<file path="src/rtl/demux1to2_32_buf.sv">
// demux1to2_32_buf
//   Buffered 1-to-2 demultiplexer. Words arriving on a single valid/ready
//   input are steered by in_sel into one of two one-entry holding registers,
//   A (in_sel=0) or B (in_sel=1). Each register drives its own valid/ready
//   output, so a stalled consumer never blocks words bound for the other.
//
// Parameters
//   WIDTH  data width
//   CNT_W  width of the per-output delivery counters (wrap modulo 2^CNT_W)
//
// Ports
//   clk, rst              clock, asynchronous active-high reset
//   flush                 synchronous clear of both holding registers
//   in_valid/in_ready     input handshake; in_sel picks the destination
//   in_sel, in_data       destination select and input word
//   a_valid/a_ready/a_data  output A handshake and held word
//   b_valid/b_ready/b_data  output B handshake and held word
//   a_count, b_count      words delivered on A / B
module demux1to2_32_buf #(
  parameter int WIDTH = 32,
  parameter int CNT_W = 16
) (
  input  logic             clk,
  input  logic             rst,
  input  logic             flush,
  input  logic             in_valid,
  output logic             in_ready,
  input  logic             in_sel,
  input  logic [WIDTH-1:0] in_data,
  output logic             a_valid,
  input  logic             a_ready,
  output logic [WIDTH-1:0] a_data,
  output logic             b_valid,
  input  logic             b_ready,
  output logic [WIDTH-1:0] b_data,
  output logic [CNT_W-1:0] a_count,
  output logic [CNT_W-1:0] b_count
);

  logic a_room;
  logic b_room;
  logic load_a;
  logic load_b;
  logic drain_a;
  logic drain_b;

  // A register can take a word when empty or when its current word leaves
  // this same cycle; this keeps one word per cycle on a streaming output.
  assign a_room   = ~a_valid | a_ready;
  assign b_room   = ~b_valid | b_ready;
  assign in_ready = ~flush & (in_sel ? b_room : a_room);

  assign load_a  = in_valid & in_ready & ~in_sel & ~flush;
  assign load_b  = in_valid & in_ready &  in_sel & ~flush;
  assign drain_a = a_valid & a_ready;
  assign drain_b = b_valid & b_ready;

  // ---- holding register A ----
  always_ff @(posedge clk or posedge rst) begin
    if (rst) begin
      a_valid <= 1'b0;
      a_data  <= '0;
    end else begin
      // flush wins over everything; load wins over drain (replace in place)
      if (flush)
        a_valid <= 1'b0;
      else if (load_a)
        a_valid <= 1'b1;
      else if (drain_a)
        a_valid <= 1'b0;

      if (load_a)
        a_data <= in_data;
    end
  end

  // ---- holding register B ----
  always_ff @(posedge clk or posedge rst) begin
    if (rst) begin
      b_valid <= 1'b0;
      b_data  <= '0;
    end else begin
      if (flush)
        b_valid <= 1'b0;
      else if (load_b)
        b_valid <= 1'b1;
      else if (drain_b)
        b_valid <= 1'b0;

      if (load_b)
        b_data <= in_data;
    end
  end

  // ---- delivery counters ----
  // A drain handshake still completes during flush, so it is counted.
  always_ff @(posedge clk or posedge rst) begin
    if (rst) begin
      a_count <= '0;
      b_count <= '0;
    end else begin
      if (drain_a)
        a_count <= a_count + 1'b1;
      if (drain_b)
        b_count <= b_count + 1'b1;
    end
  end

endmodule

</file>
<file path="config.mk">
export PLATFORM = sky130hd
export DESIGN_NAME = demux1to2_32_buf
export DESIGN_NICKNAME = d
export VERILOG_FILES = /design/src/rtl/demux1to2_32_buf.sv
export SDC_FILE = /design/constraint.sdc
export NUM_CORES = 1
export LEC_CHECK = 0
export ABC_AREA = 0
export CORE_AREA = 5 5 97 99
export DETAILED_ROUTE_END_ITERATION = 10
export DIE_AREA = 0 0 102 104
export PLACE_DENSITY = 0.9
export SYNTH_ARGS = -nofsm -noshare
export SYNTH_HDL_FRONTEND = slang
export SYNTH_SLANG_ARGS = --single-unit
</file>
<file path="constraint.sdc">
create_clock -name clk -period 9.8 [get_ports clk]
set_input_delay 1.96 -clock clk [delete_from_list [all_inputs] [get_ports clk]]
set_output_delay 1.96 -clock clk [all_outputs]
set_load 0.1 [all_outputs]
</file>
Word-level counts from Yosys, hierarchy flattened --
Cells that the tools add are included.
Storage, ports and cells: output and inout port bits 99, register bits 98, logic and storage cells 31
Operators by class: add/subtract/negate cells 2, mux-type cells 7, bitwise operators 14, reduce and logical (&&, ||, !) cells 2
Operator list (count):
- 16-bit by 1-bit adder with 16-bit output (second input constant) | 2
- 1-bit bitwise AND | 8
- 1-bit two-way mux | 7
- 3-bit nonzero test | 2
- 1-bit inverter | 4
- 1-bit bitwise OR | 2

Depth between registers and ports, before layout --
Gate-level depths: netlist of the first run.
depth after elaboration 9, gate-level depth with buffers 5, depth with buffers taken out 5

Worst setup path before layout of the first run --
Ideal clock, no wire load.
path type input-to-output, from in a_ready, to out in_ready, path slack 4.405 ns, stages 3, data arrival time 3.435 ns, data required time 7.840 ns, cell sequence nand2b_1 mux2i_1 nor2_1
Between the ends: word-level cells in the longest chain between the ends 3
RTL lines:
- from (decl) | line 31 | input logic a_ready,
- 1-bit bitwise OR | line 49 | assign a_room = ~a_valid | a_ready;
- 1-bit two-way mux | line 51 | assign in_ready = ~flush & (in_sel ? b_room : a_room);
- 1-bit bitwise AND | line 51
- to (decl) | line 27 | output logic in_ready,
Every way passes these cells.

Final worst setup path of the first run --
Ends and elaborated chain as after synthesis.

==> flow_metrics.env, run 1 <==
export IMPL_status="completed"
export IMPL_drc=0
export IMPL_cp_buffers_inverters=2
export IMPL_totalWireLength_microns=9150
export IMPL_routedWlPerCell_microns=17.6
export IMPL_synth_edff_count=0
export IMPL_cts_tree="yes"
export IMPL_coreArea_sq_mm=0.00847
export IMPL_setup_violations=0
export IMPL_syn_cell_area_sq_mm=0.00402
export IMPL_fin_ws_ps=3810
export IMPL_cp_cell_sequence="clkdlybuf4s50_1 -> nand2b_1 -> mux2i_1 -> nor2_1 -> clkdlybuf4s50_1"
export IMPL_cts_htree_levels=3
export IMPL_hold_violations=0
export IMPL_drtAntennaViolNets=0
export IMPL_slew_viol_final=0
export IMPL_tns_ps=0
export IMPL_p_leak_uw=0.00246
export IMPL_antenna_cells=0
export IMPL_worstSkewPairLatency_ps=350
export IMPL_vias=2626
export IMPL_synth_largest_area_cell="dfrtp_1"
export IMPL_synth_most_common_cell="dfrtp_1"
export IMPL_p_total_uw=1640
export IMPL_cts_resized=0
export IMPL_crit_top_cell="clkdlybuf4s50_1"
export IMPL_post_cts_setup_buffers=0
export IMPL_p_per_area_mw_per_mm2=288
export IMPL_synth_top_area_share_pct=61.0
export IMPL_synthFlopType="dfrtp_1"
export IMPL_path_clk_slew_ps=90
export IMPL_pwr_share_clk_pct=18.1
export IMPL_num_io_pins=138
export IMPL_place_hpwl_microns=6720
export IMPL_skew_ps=13.4
export IMPL_drtPass1Iterations=4
export IMPL_postCtsHoldBufs=0
export IMPL_p_comb_share_pct=49.6
export IMPL_antenna_found_initial=0
export IMPL_rows=34
export IMPL_syn_num_nets=306
export IMPL_initialDrtViolationCount=28
export IMPL_synth_avg_cell_area_sq_um=15.2
export IMPL_synth_async_sr_flop_share_pct=100
export IMPL_worstMarginPinSlew_ps=1010
export IMPL_slowest_delay_ps=1140
export IMPL_synthTopCellsByCount="dfrtp_1, mux2_2, mux2_4, xnor2_1, nand2_1"
export IMPL_fin_nets=447
export IMPL_post_place_ws_ps=3820
export IMPL_die_height_microns=104
export IMPL_cp_slowest_cell="clkdlybuf4s50_1"
export IMPL_drv_cap=0
export IMPL_fillCellCount=632
export IMPL_cp_max_fo=3
export IMPL_cts_buffer_depth=2
export IMPL_ir_drop_uv=188
export IMPL_cts_buffers=9
export IMPL_p_int_uw=835
export IMPL_syn2layout_area_growth_pct=41.5
export IMPL_startpoint_type="input pin"
export IMPL_ys_warnings_count=0
export IMPL_gp_congestion=0.763
export IMPL_cts_root_buf="clkbuf_8"
export IMPL_sw_frac_of_total_pct=49.1
export IMPL_drive_gt1_share_pct=21.7
export IMPL_fmax_mhz=167
export IMPL_utilization_pct=67.2
export IMPL_cp_end_kind="output port"
export IMPL_synth_seq_cells=98
export IMPL_grt_usage_pct=17.3
export IMPL_grt_pass1_wl_microns=14600
export IMPL_synthTopCellsByArea="dfrtp_1, mux2_4, mux2_2"
export IMPL_fin_crit_ps=5990
export IMPL_synth_cell_types=28
export IMPL_avgViaCountPerCell=5.06
export IMPL_gr_total_overflow=0
export IMPL_cp_required_ps=7840
export IMPL_grt_pass1_vias=2884
export IMPL_cts_sink_count=98
export IMPL_port_buffers=137
export IMPL_period_share_pct=61.1
export IMPL_grt_max_degree=52
export IMPL_syn_instance_count=265
export IMPL_switching_power_uw=805
export IMPL_cp_arrival_ps=4030
export IMPL_critical_path_class="input pin to output port"
export IMPL_yosysSeqAreaShare_pct=61.0
export IMPL_p_seq_share_pct=32.3
export IMPL_rsz0062_at_grt="no"
export IMPL_max_slew_margin_rel_pct=32.7
export IMPL_hold_path_class="flip-flop to flip-flop"
export IMPL_cp_top_family="buffers and inverters"
export IMPL_start_util_pct=47.5
export IMPL_die_w_microns=102
export IMPL_dieArea_sq_mm=0.0106
-- power groups by stage --
stage                     logic, uW  registers [uW]  clock network, uW
after floorplan                 106            1050                  0
final                           813             529                297
after global placement          809             531                  0
after detailed placement        817             536                  0
after CTS                       819             530                305
after global routing            835             540                318
-- final timing paths --
check	depth (start not counted)	from	endpoint	slack (ps)
worst min-delay path	1	a_count[15]	a_count[15]	470
worst max register to register	3	a_valid	a_data[24]	7820
worst max-delay path	5	a_ready	in_ready	3810
min in group asynchronous	2	rst	b_data[17]	2060
max in group asynchronous	3	rst	a_data[19]	6670
worst min register to register	1	a_count[15]	a_count[15]	470
-- per-layer routing --
metal	routed length (microns)	vias up	GRT usage (%)
met5	0	-	0
met4	38	0	3.28
met3	724	4	5.43
met2	4620	90	29.6
met1	3760	1334	21.6
li1	-	1198	-
-- cells by family (layout without fill, tap and decap cells) --
kind of cell / count (synthesis) / count (layout) / share of synthesized area [%]
AND/OR/NAND/NOR: 55 / 55 / 7.75
multiplexers: 67 / 67 / 21.4
AO/OA/AOI/OAI: 2 / 2 / 0.311
adder cells (fa/ha/maj): 2 / 2 / 0.622
buffers and inverters: 11 / 157 / 2.36
flip-flops: 98 / 98 / 61.0
XOR/XNOR: 30 / 30 / 6.53
-- registers in the layout (all words and copies together), names as in the netlist --
signal / count
a_count: 16
a_data: 32
a_valid: 1
b_count: 16
b_data: 32
b_valid: 1
-- area by class of cell --
type	instances	area, sq um	area share, %
Clock inverter	5	85.1	1.50
Clock buffer	11	151	2.66
Multi-Input combinational cell	156	1470	25.9
Timing Repair Buffer	138	1380	24.2
Sequential cell	98	2450	43.1
Tap cell	108	135	2.37
Inverter	3	13.8	0.242
-- cells in the final DEF (no fill, tap or decap), types with 2 or more instances in the layout --
| cell | count |
|---|---|
| clkdlybuf4s50_1 | 137 |
| and4_1 | 2 |
| mux2_4 | 29 |
| xor2_1 | 7 |
| nand3_1 | 9 |
| ha_1 | 2 |
| xnor2_1 | 23 |
| bufinv_16 | 2 |
| clkbuf_8 | 11 |
| and2_1 | 2 |
| inv_1 | 2 |
| nor2_1 | 9 |
| nand2_1 | 12 |
| mux2_2 | 37 |
| nand4_1 | 9 |
| and3_1 | 3 |
| dfrtp_1 | 98 |
-- worst reg2reg max path, cell delays in order, from the launching register on --
cell and delay [ps]:
dfrtp_1 430, nand2b_1 180, nand3b_2 700, mux2_2 570
-- per-stage QoR --
stage / instance area [sq um] / hold WS [ps] / instances
floorplan: 4020 / 1040 / 265
global placement: 5450 / 462 / 503
detailed placement: 5450 / 464 / 503
CTS: 5690 / 479 / 519
global route: 5690 / 493 / 519
finish: 5690 / 475 / 519
Power figures use the tool's default switching activity.
==> run 2, diff against run 1 <==
--- a/config.mk
+++ b/config.mk
@@ -6,10 +6,10 @@
 export NUM_CORES = 1
 export LEC_CHECK = 0
 export ABC_AREA = 0
-export CORE_AREA = 5 5 97 99
+export CORE_AREA = 5 5 101 103
 export DETAILED_ROUTE_END_ITERATION = 10
-export DIE_AREA = 0 0 102 104
-export PLACE_DENSITY = 0.9
+export DIE_AREA = 0 0 106 108
+export PLACE_DENSITY = 0.84
 export SYNTH_ARGS = -nofsm -noshare
 export SYNTH_HDL_FRONTEND = slang
 export SYNTH_SLANG_ARGS = --single-unit
==> constraint.sdc (replaced) <==
create_clock -name clk -period 6.2 [get_ports clk]
set_input_delay 1.24 -clock clk [delete_from_list [all_inputs] [get_ports clk]]
set_output_delay 1.24 -clock clk [all_outputs]
set_load 0.1 [all_outputs]
==> flow_metrics.env, run 2 (synthesis gave the netlist of run 1 again) <==
export IMPL_status="completed"
export IMPL_ir_drop_uv=272
export IMPL_max_slew_margin_rel_pct=32.8
export IMPL_cp_arrival_ps=3290
export IMPL_gr_total_overflow=0
export IMPL_cp_cell_sequence="clkdlybuf4s50_1 -> nand2b_1 -> mux2i_1 -> nor2_1 -> clkdlybuf4s50_1"
export IMPL_cp_slowest_cell="clkdlybuf4s50_1"
export IMPL_initialDrtViolationCount=80
export IMPL_grt_pass1_wl_microns=14800
export IMPL_placed_cell_area_sq_mm=0.00546
export IMPL_cts_htree_levels=3
export IMPL_p_per_area_mw_per_mm2=450
export IMPL_rows=35
export IMPL_finalInstanceArea_sq_mm=0.00567
export IMPL_slowest_delay_ps=1130
export IMPL_top_regs="a_data: 32 flops, b_data: 32 flops"
export IMPL_cts_buffer_depth=2
export IMPL_p_leak_uw=0.00246
export IMPL_drc=0
export IMPL_worstMarginPinSlew_ps=1000
export IMPL_cp_max_fo=3
export IMPL_hold_path_class="flip-flop to flip-flop"
export IMPL_routedWlPerCell_microns=17.3
export IMPL_die_w_microns=106
export IMPL_stdcell_count=522
export IMPL_p_int_uw=1280
export IMPL_sw_frac_of_total_pct=49.9
export IMPL_vias=2622
export IMPL_p_seq_share_pct=32.7
export IMPL_fin_crit_ps=4530
export IMPL_coreArea_sq_mm=0.00911
export IMPL_cts_sink_count=98
export IMPL_slew_viol_final=0
export IMPL_period_share_pct=73.1
export IMPL_cts_tree="yes"
export IMPL_grt_usage_pct=16.3
export IMPL_grt_pass1_vias=2917
export IMPL_fmax_mhz=221
export IMPL_antenna_cells=0
export IMPL_crit_top_cell="clkdlybuf4s50_1"
export IMPL_dp_cells=506
export IMPL_startpoint_type="input pin"
export IMPL_drtAntennaViolNets=0
export IMPL_critical_path_class="input pin to output port"
export IMPL_cts_buffers=9
export IMPL_rsz0062_at_grt="no"
export IMPL_skew_ps=16.2
export IMPL_drive_gt1_share_pct=21.7
export IMPL_worstSkewPairLatency_ps=350
export IMPL_syn2layout_area_growth_pct=41.0
export IMPL_cts_resized=0
export IMPL_start_util_pct=44.1
export IMPL_drv_cap=0
export IMPL_multiInputGateArea_sq_mm=0.00147
export IMPL_antenna_found_initial=0
export IMPL_avgViaCountPerCell=5.02
export IMPL_seqCellArea_sq_mm=0.00245
export IMPL_layout_commonest_cell="clkdlybuf4s50_1"
export IMPL_setup_violations=0
export IMPL_place_hpwl_microns=6550
export IMPL_totalWireLength_microns=9040
export IMPL_post_cts_setup_buffers=0
export IMPL_hold_violations=0
export IMPL_die_height_microns=108
export IMPL_postCtsHoldBufs=0
export IMPL_switching_power_uw=1270
export IMPL_path_clk_slew_ps=100
export IMPL_dieArea_sq_mm=0.0114
export IMPL_gp_congestion=0.773
export IMPL_cp_required_ps=4960
export IMPL_cts_root_buf="clkbuf_8"
export IMPL_drtPass1Iterations=4
export IMPL_port_buffers=137
export IMPL_pwr_share_clk_pct=17.0
export IMPL_num_io_pins=138
export IMPL_tns_ps=0
export IMPL_fillCellCount=736
export IMPL_p_comb_share_pct=50.3
export IMPL_final_cell_mix="clkdlybuf4s50_1, dfrtp_1, mux2_2"
export IMPL_cp_end_kind="output port"
export IMPL_fin_nets=447
export IMPL_grt_max_degree=53
-- run 2: changes by cell type in the layout (fill, tap and decap cells not counted), sizes merged --
| cell | delta |
|---|---|
| clkinvlp | -1 |
| bufinv | -1 |
| clkinv | +2 |
-- run 2: worst paths after layout --
| path | depth (start not counted) | from | slack (ps) | to |
|---|---|---|---|---|
| setup / recovery | 5 | a_ready | 1670 | in_ready |
| hold / removal | 1 | b_count[15] | 480 | b_count[15] |
| setup reg to reg | 3 | a_valid | 4190 | a_data[20] |
| hold reg to reg | 1 | b_count[15] | 480 | b_count[15] |
| max in group asynchronous | 3 | rst | 3830 | a_data[3] |
| min in group asynchronous | 2 | rst | 1290 | a_count[10] |
-- run 2: power by group through the flow --
stage	combinational, uW	clock (uW)	sequential [uW]
after floorplan	167	0	1660
after global placement	1280	0	840
after detailed placement	1290	0	846
after CTS	1290	447	835
after global routing	1320	467	853
final	1280	434	835
-- run 2: through the flow --
step                hold WS (ps)  worst slack [ps]  power (uW)  utilization, %
finish                       477              1670        2550            62.3
global route                 512              1580        2640            62.3
CTS                          482              1650        2580            62.3
detailed placement           467              1670        2140            59.9
global placement             462              1660        2120            59.9
floorplan                   1040              2240        1820               -
-- run 2: metal layers --
layer	vias to the layer above	global-route usage, %	routed length (microns)
met5	-	0	0
met4	0	6.20	136
met3	12	4.54	560
met2	88	27.7	4560
met1	1317	19.9	3790
li1	1205	-	-
-- run 2: worst max-delay path: cells and delay by family --
| family | cells | cell delay [ps] |
|---|---|---|
| buffers and inverters | 2 | 1640 |
| muxes | 1 | 100 |
| and+or+nand+nor | 2 | 300 |
-- run 2: area by class of cell --
type                       instances  share of cell area [%]
sequential                        98                    43.2
multi-input combinational        156                    26.0
timing repair buffer             138                    24.3
clock buffer                      11                    2.67
tap                              111                    2.45
clock inverter                     5                    1.08
inverter                           3                   0.243
==> run 3, diff against run 2 <==
--- a/config.mk
+++ b/config.mk
@@ -6,10 +6,10 @@
 export NUM_CORES = 1
 export LEC_CHECK = 0
 export ABC_AREA = 0
-export CORE_AREA = 5 5 101 103
+export CORE_AREA = 5 5 106 108
 export DETAILED_ROUTE_END_ITERATION = 10
-export DIE_AREA = 0 0 106 108
-export PLACE_DENSITY = 0.84
+export DIE_AREA = 0 0 111 113
+export PLACE_DENSITY = 0.8
 export SYNTH_ARGS = -nofsm -noshare
 export SYNTH_HDL_FRONTEND = slang
 export SYNTH_SLANG_ARGS = --single-unit
==> constraint.sdc (replaced) <==
create_clock -name clk -period 3.97 [get_ports clk]
set_input_delay 0.794 -clock clk [delete_from_list [all_inputs] [get_ports clk]]
set_output_delay 0.794 -clock clk [all_outputs]
set_load 0.1 [all_outputs]
==> flow_metrics.env, run 3 (synthesis gave the netlist of run 1 again) <==
export IMPL_status="completed"
export IMPL_cp_end_kind="output port"
export IMPL_startpoint_type="input pin"
export IMPL_path_clk_slew_ps=90
export IMPL_drtPass1Iterations=4
export IMPL_fin_crit_ps=2810
export IMPL_routedWlPerCell_microns=16.3
export IMPL_rsz0062_at_grt="no"
export IMPL_slowest_delay_ps=510
export IMPL_port_buffers=137
export IMPL_p_leak_uw=0.00245
export IMPL_fillCellCount=823
export IMPL_cts_buffer_depth=2
export IMPL_dieArea_sq_mm=0.0125
export IMPL_vias=2588
export IMPL_syn2layout_area_growth_pct=42.0
export IMPL_totalWireLength_microns=8920
export IMPL_cp_top_family="buffers and inverters"
export IMPL_worstMarginPinSlew_ps=1010
export IMPL_hold_path_class="flip-flop to flip-flop"
export IMPL_start_util_pct=39.7
export IMPL_seqCellArea_sq_mm=0.00245
export IMPL_ir_drop_uv=418
export IMPL_hold_violations=0
export IMPL_multiInputGateArea_sq_mm=0.00147
export IMPL_setup_violations=0
export IMPL_final_cell_mix="clkdlybuf4s50_1, dfrtp_1, mux2_2"
export IMPL_drv_cap=0
export IMPL_grt_usage_pct=14.3
export IMPL_stdcell_count=547
export IMPL_cp_max_fo=3
export IMPL_cts_buffers=9
export IMPL_cp_required_ps=3180
export IMPL_period_share_pct=70.8
export IMPL_gr_total_overflow=0
export IMPL_layout_commonest_cell="clkdlybuf4s50_1"
export IMPL_top_regs="a_data: 32 flops, b_data: 32 flops"
export IMPL_dp_cells=531
export IMPL_skew_ps=9.08
export IMPL_grt_pass1_wl_microns=14700
export IMPL_slew_viol_final=0
export IMPL_cp_cell_sequence="clkdlybuf4s50_1 -> nand2b_1 -> mux2i_1 -> nor2_1 -> buf_4"
export IMPL_antenna_found_initial=0
export IMPL_rows=37
export IMPL_antenna_cells=0
export IMPL_fmax_mhz=356
export IMPL_critical_path_class="input pin to output port"
export IMPL_grt_pass1_vias=2847
export IMPL_coreArea_sq_mm=0.0101
export IMPL_worstSkewPairLatency_ps=350
export IMPL_max_slew_margin_rel_pct=32.5
export IMPL_die_height_microns=113
export IMPL_cp_arrival_ps=2020
export IMPL_cts_resized=0
export IMPL_cts_sink_count=98
export IMPL_drtAntennaViolNets=0
export IMPL_p_per_area_mw_per_mm2=704
export IMPL_cts_root_buf="clkbuf_8"
export IMPL_avgViaCountPerCell=4.73
export IMPL_cp_slowest_cell="clkdlybuf4s50_1"
export IMPL_drc=0
export IMPL_cts_htree_levels=3
export IMPL_num_io_pins=138
export IMPL_fin_nets=447
export IMPL_tns_ps=0
export IMPL_die_w_microns=111
export IMPL_initialDrtViolationCount=68
export IMPL_drive_gt1_share_pct=21.9
export IMPL_post_cts_setup_buffers=0
export IMPL_gp_congestion=0.773
export IMPL_utilization_pct=56.3
export IMPL_place_hpwl_microns=6390
export IMPL_postCtsHoldBufs=0
export IMPL_grt_max_degree=85
export IMPL_cp_buffers_inverters=2
export IMPL_cts_tree="yes"
## run 3: cell type report
| class | count | share of cell area, % |
|---|---|---|
| Inverter | 3 | 0.241 |
| Tap cell | 136 | 2.98 |
| Sequential cell | 98 | 42.9 |
| Multi-Input combinational cell | 156 | 25.8 |
| Clock inverter | 7 | 1.77 |
| Timing Repair Buffer | 138 | 24.1 |
| Clock buffer | 9 | 2.17 |
## run 3: worst paths after layout
kind / slack (ps) / start / depth (start not counted) / endpoint
setup / recovery: 1160 / a_ready / 5 / in_ready
hold reg to reg: 480 / b_count[15] / 1 / b_count[15]
hold / removal: 480 / b_count[15] / 1 / b_count[15]
setup reg to reg: 2070 / a_valid / 3 / a_data[12]
min in group asynchronous: 1050 / rst / 2 / a_count[9]
max in group asynchronous: 2150 / rst / 3 / b_data[4]
## run 3: power by group
part	leakage (uW)	total [uW]	internal, uW	switching [uW]
Clock	0.000106	713	360	352
Sequential	0.00121	1300	1170	133
Combinational	0.00114	2000	496	1510
## run 3: worst register-to-register path, cell delays in order (launching register included)
cell and delay, ps:
dfrtp_1 430, nand2b_1 150, nand3b_2 630, mux2_2 560
## run 3: stage by stage
step	cell area [sq um]	setup slack [ps]	hold slack, ps	total power (uW)
floorplan	4020	614	890	2850
global placement	5490	1140	462	3310
detailed placement	5490	1090	469	3330
CTS	5710	1150	482	4060
global route	5710	1060	496	4170
finish	5710	1160	476	4020
## run 3: metal layers
layer | share of wire (%) | global-route usage [%]
met3 | 7.2 | 5.56
met4 | 0.75 | 3.69
met1 | 43 | 18.0
met5 | 0 | 0
met2 | 49 | 23.4
